==> config.mk <==
export PLATFORM = sky130hd
export DESIGN_NAME = param_prio_arbiter
export DESIGN_NICKNAME = d
export VERILOG_FILES = /design/src/rtl/param_prio_arbiter.sv
export SDC_FILE = /design/constraint.sdc
export NUM_CORES = 1
export LEC_CHECK = 0
export CAP_MARGIN = 20
export CORE_MARGIN = 2
export CORE_UTILIZATION = 29
export DETAILED_ROUTE_END_ITERATION = 12
export SLEW_MARGIN = 20
export SYNTH_ARGS = -nofsm -noshare
export SYNTH_HDL_FRONTEND = slang
export SYNTH_SLANG_ARGS = --single-unit
==> constraint.sdc <==
create_clock -name clk -period 11.2 [get_ports clk]
set_clock_uncertainty 0.1 [all_clocks]
set_input_delay 2.24 -clock clk [delete_from_list [all_inputs] [get_ports clk]]
set_output_delay 2.24 -clock clk [all_outputs]
set_load 0.03 [all_outputs]
==> src/rtl/param_prio_arbiter.sv <==
// Priority arbiter with rotating tie-break, aging boost for starved requesters,
// and an optional hold that lets the current owner keep the grant.
module param_prio_arbiter #(
  parameter int N         = 4,
  parameter int PW        = 3,
  parameter int AGE_LIMIT = 8
) (
  input  logic                 clk,
  input  logic                 rst,
  input  logic [N-1:0]         req,
  input  logic [N*PW-1:0]      prios,
  input  logic                 hold,
  output logic [N-1:0]         gnt,
  output logic [$clog2(N)-1:0] gnt_idx,
  output logic                 valid,
  output logic [N-1:0]         starve
);

  localparam int IW = $clog2(N);
  localparam int AW = (AGE_LIMIT > 0) ? $clog2(AGE_LIMIT + 1) : 1;
  localparam int EW = PW + 1;

  logic [AW-1:0] age [N];
  logic [IW-1:0] ptr;

  logic [N-1:0]  boost;
  logic [EW-1:0] eff [N];
  logic [EW-1:0] max_eff;
  logic          win_found;
  logic [IW-1:0] win_idx;
  logic [IW:0]   scan_sum;
  logic          keep;
  logic [N-1:0]  gnt_next;

  // Boost is the MSB of the effective priority, so a starved requester beats
  // any unboosted one and boosted ties fall back to the rotating pointer.
  always_comb begin
    for (int i = 0; i < N; i++) begin
      boost[i] = (AGE_LIMIT != 0) && (age[i] == AW'(AGE_LIMIT));
      eff[i]   = {boost[i], prios[i*PW +: PW]};
    end
  end

  always_comb begin
    max_eff = '0;
    for (int i = 0; i < N; i++) begin
      if (req[i] && (eff[i] > max_eff)) max_eff = eff[i];
    end
  end

  // First candidate at or after ptr, wrapping N-1 -> 0.
  always_comb begin
    win_found = 1'b0;
    win_idx   = '0;
    scan_sum  = '0;
    for (int k = 0; k < N; k++) begin
      scan_sum = {1'b0, ptr} + (IW+1)'(k);
      if (scan_sum >= (IW+1)'(N)) scan_sum = scan_sum - (IW+1)'(N);
      if (!win_found && req[scan_sum[IW-1:0]] && (eff[scan_sum[IW-1:0]] == max_eff)) begin
        win_found = 1'b1;
        win_idx   = scan_sum[IW-1:0];
      end
    end
  end

  always_comb begin
    keep     = hold && |(gnt & req);
    gnt_next = '0;
    if (keep)           gnt_next = gnt;
    else if (win_found) gnt_next = N'(1) << win_idx;
  end

  always_ff @(posedge clk or posedge rst) begin
    if (rst) begin
      gnt     <= '0;
      gnt_idx <= '0;
      ptr     <= '0;
      for (int i = 0; i < N; i++) age[i] <= '0;
    end else begin
      gnt <= gnt_next;
      if (!keep && win_found) begin
        gnt_idx <= win_idx;
        ptr     <= (win_idx == IW'(N - 1)) ? '0 : win_idx + 1'b1;
      end
      for (int i = 0; i < N; i++) begin
        if (gnt_next[i] || !req[i])        age[i] <= '0;
        else if (age[i] != AW'(AGE_LIMIT)) age[i] <= age[i] + 1'b1;
      end
    end
  end

  assign valid  = |gnt;
  assign starve = boost;

endmodule

==> results of run 1 <==
layer usage:
layer,GRT usage [%],up-vias
li1,-,1118
met4,4.004,0
met3,0.9929,8
met1,19.33,1068
met5,0,-
met2,21.62,46
sequential cells by signal, indices dropped and copies added (netlist names):
name / cells
gnt_idx: 2
ptr: 2
age: 16
gnt: 4
cell families after synthesis:
kind of cell	synth area share [%]
simple gates	19.88
compound gates	17.92
buf+inv	6.354
mux	13.43
xor+xnor	8.027
fa+ha+maj	11.47
flops	22.93
report_power, final:
part | internal, mW | switching (mW) | total [mW]
combinational | 0.144 | 0.172 | 0.316
clock | 0.0478 | 0.0289 | 0.0767
sequential | 0.106 | 0.0387 | 0.144
worst max-delay path by stage:
stage,start,endpoint,cells after the start
5_1_grt,req[0],age[6]$_DFFE_PP0P_,25
2_1_floorplan,req[0],age[2]$_DFFE_PP0P_,25
6_report,req[0],age[2]$_DFFE_PP0P_,26
4_1_cts,req[0],age[6]$_DFFE_PP0P_,25
3_5_place_dp,req[0],age[6]$_DFFE_PP0P_,26
3_3_place_gp,req[0],age[10]$_DFFE_PP0P_,25
cells in the final DEF (no fill, tap or decap), types with 3 or more instances in the layout:
cell	synthesis	final
a21o_1	3	3
a21oi_1	15	15
a22oi_1	3	3
a22oi_2	3	3
and3_1	12	12
and4_1	4	4
clkbuf_8	0	3
clkdlybuf4s50_1	0	29
dfrtp_1	24	23
ha_1	24	24
inv_1	27	26
mux2_2	9	9
mux2i_1	16	16
mux4_2	4	4
nand2_1	27	27
nand3_1	10	10
nand4_1	4	4
nor2_1	19	19
nor2b_1	3	3
o21ai_0	14	14
or4_1	5	5
xnor2_1	13	13
xor2_1	11	11
area by class of cell:
| class | instances | area share, % |
|---|---|---|
| clock inverters | 1 | 0.9816 |
| repair buffers | 29 | 9.489 |
| inverters | 29 | 3.558 |
| well taps | 108 | 4.417 |
| multi-input cells | 236 | 60.53 |
| clock buffers | 3 | 1.350 |
| flip-flops and latches | 24 | 19.67 |
==> run summary, run 1 <==
The via count of the first global-routing pass was 2,272; the count of unique library cells instantiated by Yosys was 53. The wire-length estimate of the detail-placed layout is 5.137 mm. The largest total area in the synthesized netlist belongs to dfrtp_1. For this design the top-level I/O count stands at 30. The highest layer touched by signal routing is met4. STA classifies the critical path startpoint as a primary input. The area of the multi-input gates is 1852 µm², and the mean instance size in the synthesized netlist is 8.700 µm². After synthesis, the cell types taking the most area are dfrtp_1, ha_1, mux2i_1. The area share of the leading cell type in the synthesized netlist is 22.93%.

The peak supply drop came out at 0.00006165 V. After detailed routing, the met2 layer carries 2.873 mm of wire. For this run, the total global-route usage over all layers was measured as 13.46%. The worst hold path terminates at gnt_idx[0]$_DFFE_PP0P_.

In this run, post-CTS repair resized a total of 0 instances. The path class of the tightest hold or removal check is reg -> reg. The width of the die works out to 99.03 µm. Maximum level of the CTS H-tree: 1.

The die height came out at 99.03 µm. Setup total negative slack on the finished layout was measured at 0 ns. Routability-driven placement finished with a final weighted congestion of 0.8782. The total of endpoints with negative setup slack in the final report was 0.

The filler cells instantiated in the layout total 883. After synthesis, flip-flops and latches occupy 22.93% of the total area. After detailed routing, the number of remaining DRC violations is 0. The count of final max-slew check failures was 0.

Dividing the final minimum period by the clock period gives 79.38%. For the iteration count of the initial detailed-routing pass, the log shows 4. The endpoint identified for the worst register-to-register timing path is age[2]$_DFFE_PP0P_. Of all flip-flops after synthesis, the portion carrying an async set or reset was 100.0%.

Setup repair after global routing left no endpoint under its margin. The flop and latch count out of synthesis was 24; the fmax was 112.5 MHz. Transition time at the pin with the least slew margin: 0.9287 ns. Dividing the detail-routed wire length by the instance count gives 14.86 µm.

The post-detailed-route count of antenna-violating nets was 0. Flip-flop cell with the highest count after synthesis: dfrtp_1. Summing over every cut layer, the via total after detailed routing is 2,240. Clock latency on the worst-skew pair, taken at its later pin, is 0.27 ns.

After layout, the worst setup slack is 2.310 ns. The post-layout minimum cycle time works out to 8.890 ns. In this run the power density over the cells is 175.6 nW/µm². The initial standard-cell utilization of the core came out at 30.03%.

The share of layout cells above drive strength 1 came out at 11.49%. TritonCTS built the clock tree. The worst hold path startpoint is gnt_idx[0]$_DFFE_PP0P_. The tools report the cell total after placement as 426. Counting the buffers created by CTS gives 3. The sequential cells in the finished layout cover a total of 601.8 µm². Entering global routing, the biggest net connects 30 pins. At the end of the flow the core is filled with cells to 35.08%. The detailed router finished its first iteration with 80 violations.

For this run the aggregate overflow at the end of global routing stands at 0. In the final routing, the length of wire on met1 measures 3.207 mm. Number of max-cap violations: 0. The path depth of the worst reg2reg path works out to 30. Ranked by instance count, the synthesized netlist is headed by inv_1, nand2_1, dfrtp_1, ha_1, nor2_1. The worst slew margin relative to its limit was 38.09%; the number of vias per cell was 5.209. In this run the cell area measured after placement is 2987 µm².

Worst hold slack across all endpoints: 0.4218 ns. Kind of end point of the critical path: a flop. The floorplan has 34 rows.

The wire length on met3 is 198 µm. STA puts the critical path data required time at 11.31 ns. The tools report the cell area after technology mapping as 2619 µm². The tools report the count of non-filler cells in the finished layout as 430. The total count of hold-check failures in the final report is 0. After routing the design area is 3059 µm². The cell family contributing the most delay on the critical path is compound AO/OA/AOI/OAI gates.

Of all nets on the critical path, the largest fanout is 13. Buffers placed on the I/O ports in this run total 29. Overall power of the completed layout: 537.3 µW.

Data on the critical path arrives at its endpoint at 9.00 ns. The root buffer cell chosen for the clock tree is clkbuf_8. Initial antenna violation count: 0.

The slowest stage of the critical path belongs to the cell clkdlybuf4s50_1. The cell that appears most often on the critical path is ha_1. The region available for standard cell placement spans 8721 µm².

The clock net sink count is 24. The critical path is of the in -> reg type. Counting every net in the synthesized netlist gives 344. The first global-routing pass estimated 11.01 mm of wire. The clock passes through at most 2 buffers. The leakage power figure is 1.374 nW, and the stage delay of the slowest cell on the critical path is 0.71 ns. In this run the post-CTS setup repair buffer count came out at 0. Compared with the post-synthesis result, the final layout area differs by 16.82%. Setup slack on the worst reg-to-reg path comes out at 3.96 ns. The final layout contains 366 nets.

The worst hold path depth was 1; the number of synthesis warnings was 0. The number of buffers and inverters on the critical path is 2. Summed over all layers, the routed wires come to 6.390 mm. For the hold-fix buffer count after cts, the log shows 0. Counting flops with a built-in enable in the synthesized netlist gives 0.

The floorplan step defined a die boundary enclosing 9806 µm². Clock-pin slew was measured on the worst setup and hold paths at 0.09 ns. The run gives 0 as the antenna diode instance count. In this run the critical register-to-register path is launched from age[12]$_DFFE_PP0P_. The run finished with clean final reports.

The tools report the cell count after synthesis as 301. The worst setup slack before clock tree synthesis came out at 2.071 ns.
Note: power is estimated with default switching activity, not from simulation.
==> run 2, diff against run 1 <==
==> constraint.sdc (replaced) <==
create_clock -name clk -period 8.47 [get_ports clk]
set_clock_uncertainty 0.1 [all_clocks]
set_input_delay 1.694 -clock clk [delete_from_list [all_inputs] [get_ports clk]]
set_output_delay 1.694 -clock clk [all_outputs]
set_load 0.03 [all_outputs]
==> run 2 against run 1 <==
Cell count is 1.4% higher. Flip-flop and latch count stayed put. Largest power group unchanged. Design area is 1.7% higher. Combinational power is 35% higher. Clock power is 2% higher. Wire length is 1.2% higher. Setup slack worse by 1.9 ns.
==> run summary, run 2 (synthesis gave the netlist of run 1 again) <==
The post-detailed-placement cell area is 3009 µm² (+0.75%), and the number of CTS-inserted buffers is 3 (unchanged). The logs give 0 (unchanged) for the total count of hold-check failures in the final report and 8.16 ns (-0.84 ns) for the worst endpoint data arrival time. The worst slew margin relative to its limit came out at 30.79% (-7.3 points).

The final RePlAce weighted congestion came out at 0.8688 (-1.1%). For the clock insertion delay at the later pin of the skew report, the log shows 0.26 ns (about the same). Startpoint of the most critical register-to-register path: age[12]$_DFFE_PP0P_. The logs give 0.00008364 V (+36%) for the peak supply drop and 0 (unchanged) for the total of endpoints with negative setup slack in the final report. The estimated wirelength of the detail-placed design came out at 5.215 mm (+1.5%). The tools report the kind of end point of the critical path as a flop. Clock net sink count: 24 (unchanged). The switching power share of the total was 45.70% (+1.1 points); the initial standard-cell utilization of the core was 30.03% (unchanged). The post-detailed-route count of antenna-violating nets is 0 (unchanged).

The share of layout cells above drive strength 1 works out to 13.11% (+1.6 points). In this run the critical register-to-register path is captured at age[6]$_DFFE_PP0P_. The logs give 1.409 nW (+2.6%) for the leakage power figure and 372 (+1.6%) for the final net count. The flop-to-flop setup slack is 1.31 ns (-2.65 ns), and the maximum level of the CTS H-tree is 1 (unchanged). The signed area change from the synthesized netlist to the final layout is 18.78%. For the maximum number of pins on one net before global-route repair, the log shows 30 (unchanged). The largest registers in the layout are age: 16 flops, gnt: 4 flops. Via count of the first global-routing pass: 2,188 (-3.7%). The number of vias per cell was 5.179 (-0.58%); the cell-internal power was 375.9 µW (+26%). The first-pass GRT wire length was 10.87 mm (-1.3%). Aggregate global routing overflow: 0 (unchanged). The required arrival time at the worst endpoint was 8.57 ns (-2.74 ns). For the total net switching power, the log shows 316.4 µW (+32%). The run finished with clean final reports.

Setup repair after global routing left no endpoint under its margin. The worst setup slack before clock tree synthesis was 0.1247 ns (-1.946 ns); the hold-fix buffer count after cts was 0 (unchanged). Leaving out fill and tap cells, the most frequent cell in the layout is clkdlybuf4s50_1.

The worst hold path begins at gnt_idx[0]$_DFFE_PP0P_. The power per cell area came out at 222.6 nW/µm² (+27%). In this run the worst hold path is classified as reg -> reg. The critical path startpoint category is a primary input. The library cells used most frequently in the layout, excluding fill and tap cells, are clkdlybuf4s50_1, nand2_1, inv_1. The iteration count of the initial detailed-routing pass came out at 4 (unchanged). The clock edge transition at the registers on the reported setup and hold paths was 0.09 ns (about the same).

The stage delay of the slowest cell on the critical path was 0.61 ns (-0.10 ns). The area of the die was 9806 µm² (unchanged). The relative contribution of the clock network to total power is 11.4% (-2.9 points), and the worst-path maximum fanout is 7 (-6). Among the stages of the critical path, the cell type that occurs most often is ha_1.

The critical path is of the in -> reg type. For this design, the slowest cell found on the critical path is clkdlybuf4s50_1. The initial antenna violation count is 0 (unchanged), and the overall track demand over capacity in global routing is 13.45% (about the same). The worst hold path terminates at gnt_idx[0]$_DFFE_PP0P_. The number of flip-flops under the largest register name was 16 (unchanged). The count of final max-slew check failures came out at 0 (unchanged). The average routed wire per standard cell was 14.83 µm (-0.20%); the boundary pin count was 30 (unchanged).

The worst hold path depth came out at 1 (unchanged). The total negative slack is 0 ns (unchanged), and the violation count after the first detailed-route iteration is 73 (-8.8%). The top register by number of flip-flops is age. Clock tree synthesis selected as its root buffer the cell clkbuf_8.

The number of fill cells in the layout is 901 (+2.0%), and the transition time at the pin with the least slew margin is 1.038 ns (+0.1095 ns). The fmax was 124.2 MHz; the post-route DRC violation count was 0 (unchanged). The site row count is 34 (unchanged). For the maximum buffer depth of the clock tree, the log shows 2 (unchanged). The width of the die is 99.03 µm (unchanged), and the via count is 2,258 (+0.80%). The run gives 27.1% (+0.2 points) as the sequential power share. The die height came out at 99.03 µm (unchanged). Of the available clock period, the critical path in the final layout requires 95.07%.

The post-layout minimum cycle time was 8.052 ns. The final instance area is 3110 µm² (+1.7%), and the number of max-cap violations is 0 (unchanged). The count of input and output buffers came out at 29 (unchanged). The path depth of the worst reg2reg path came out at 30 (unchanged). The tools report the overall routed net length as 6.466 mm (+1.2%). The tools report the combinational power share as 61.5% (+2.7 points). Final critical-path setup slack: 0.4179 ns (-1.892 ns).

The antenna diode instance count is 0 (unchanged). The core area is 8721 µm² (unchanged). TritonCTS built the clock tree.
run 2: changes by cell type in the layout (fill, tap and decap cells not counted):
cell	delta
buf_4	+5
clkbuf_8	+1
bufinv_16	-1
clkinv_1	-1
buf_16	+1
inv_1	+1
dfrtp_1	+1
a21oi_1	-1
dfrtp_2	-1
a21oi_2	+1
run 2: per-stage QoR:
step	instances	hold WS, ns	util (%)	power (mW)
after CTS	433	0.4366	35.14	0.6926
after floorplan	301	0.5021	-	0.5239
after global routing	436	0.4576	35.67	0.7568
after global placement	429	0.4112	34.51	0.6026
after detailed placement	429	0.4161	34.51	0.6114
final	436	0.4221	35.67	0.6923
run 2: final cells by class:
| cell class | instances | area [µm²] | area share [%] |
|---|---|---|---|
| clock buffer | 4 | 55.05 | 1.770 |
| inverter | 29 | 108.9 | 3.500 |
| multi-input combinational | 236 | 1856 | 59.65 |
| sequential | 24 | 600.6 | 19.31 |
| tap | 108 | 135.1 | 4.344 |
| timing repair buffer | 35 | 355.3 | 11.42 |
run 2: per-layer routing:
metal | vias to the layer above | GRT usage [%] | part of all wire (%)
li1 | 1129 | - | -
met1 | 1080 | 19.67 | 49
met3 | 4 | 0.7801 | 2.8
met2 | 45 | 21.57 | 47
met4 | 0 | 3.583 | 1.0
met5 | - | 0 | 0
run 2: how the worst max path moves through the flow:
stage	start	to	slack (ns)	cells past startpoint
final	req[0]	age[6]$_DFFE_PP0P_	0.42	26
after global routing	req[0]	age[2]$_DFFE_PP0P_	0.01	27
after CTS	req[0]	age[6]$_DFFE_PP0P_	0.37	27
after detailed placement	req[0]	age[6]$_DFFE_PP0P_	0.12	27
after global placement	req[0]	age[2]$_DFFE_PP0P_	0.41	27
after floorplan	req[0]	age[2]$_DFFE_PP0P_	1.11	25
run 2: power by group through the flow:
stage / Combinational [mW] / Clock [mW] / Sequential (mW)
after global routing: 0.477 / 0.0848 / 0.195
after detailed placement: 0.421 / 0 / 0.190
after CTS: 0.422 / 0.0816 / 0.189
final: 0.426 / 0.0786 / 0.188
after global placement: 0.413 / 0 / 0.190
after floorplan: 0.352 / 0 / 0.172
run 2: timing repair:
item                       in CTS  in global routing
setup endpoints to repair       0                 18
setup buffers                   0                  2
gates resized for setup         0                  1
run 2: critical path: cells and delay by family:
kind / cells / cell delay, ns
mux: 2 / 0.73
buf+inv: 3 / 0.80
simple gates: 5 / 1.19
compound gates: 12 / 2.62
fa+ha+maj: 4 / 1.10
==> run 3, diff against run 2 <==
--- a/config.mk
+++ b/config.mk
@@ -9,6 +9,8 @@
 export CORE_MARGIN = 2
 export CORE_UTILIZATION = 29
 export DETAILED_ROUTE_END_ITERATION = 12
+export HOLD_SLACK_MARGIN = 0.08
+export SKIP_LAST_GASP = 1
 export SLEW_MARGIN = 20
 export SYNTH_ARGS = -nofsm -noshare
 export SYNTH_HDL_FRONTEND = slang
==> results of run 3 <==
Final layout, timing and power as in run 2 (identical DEF).
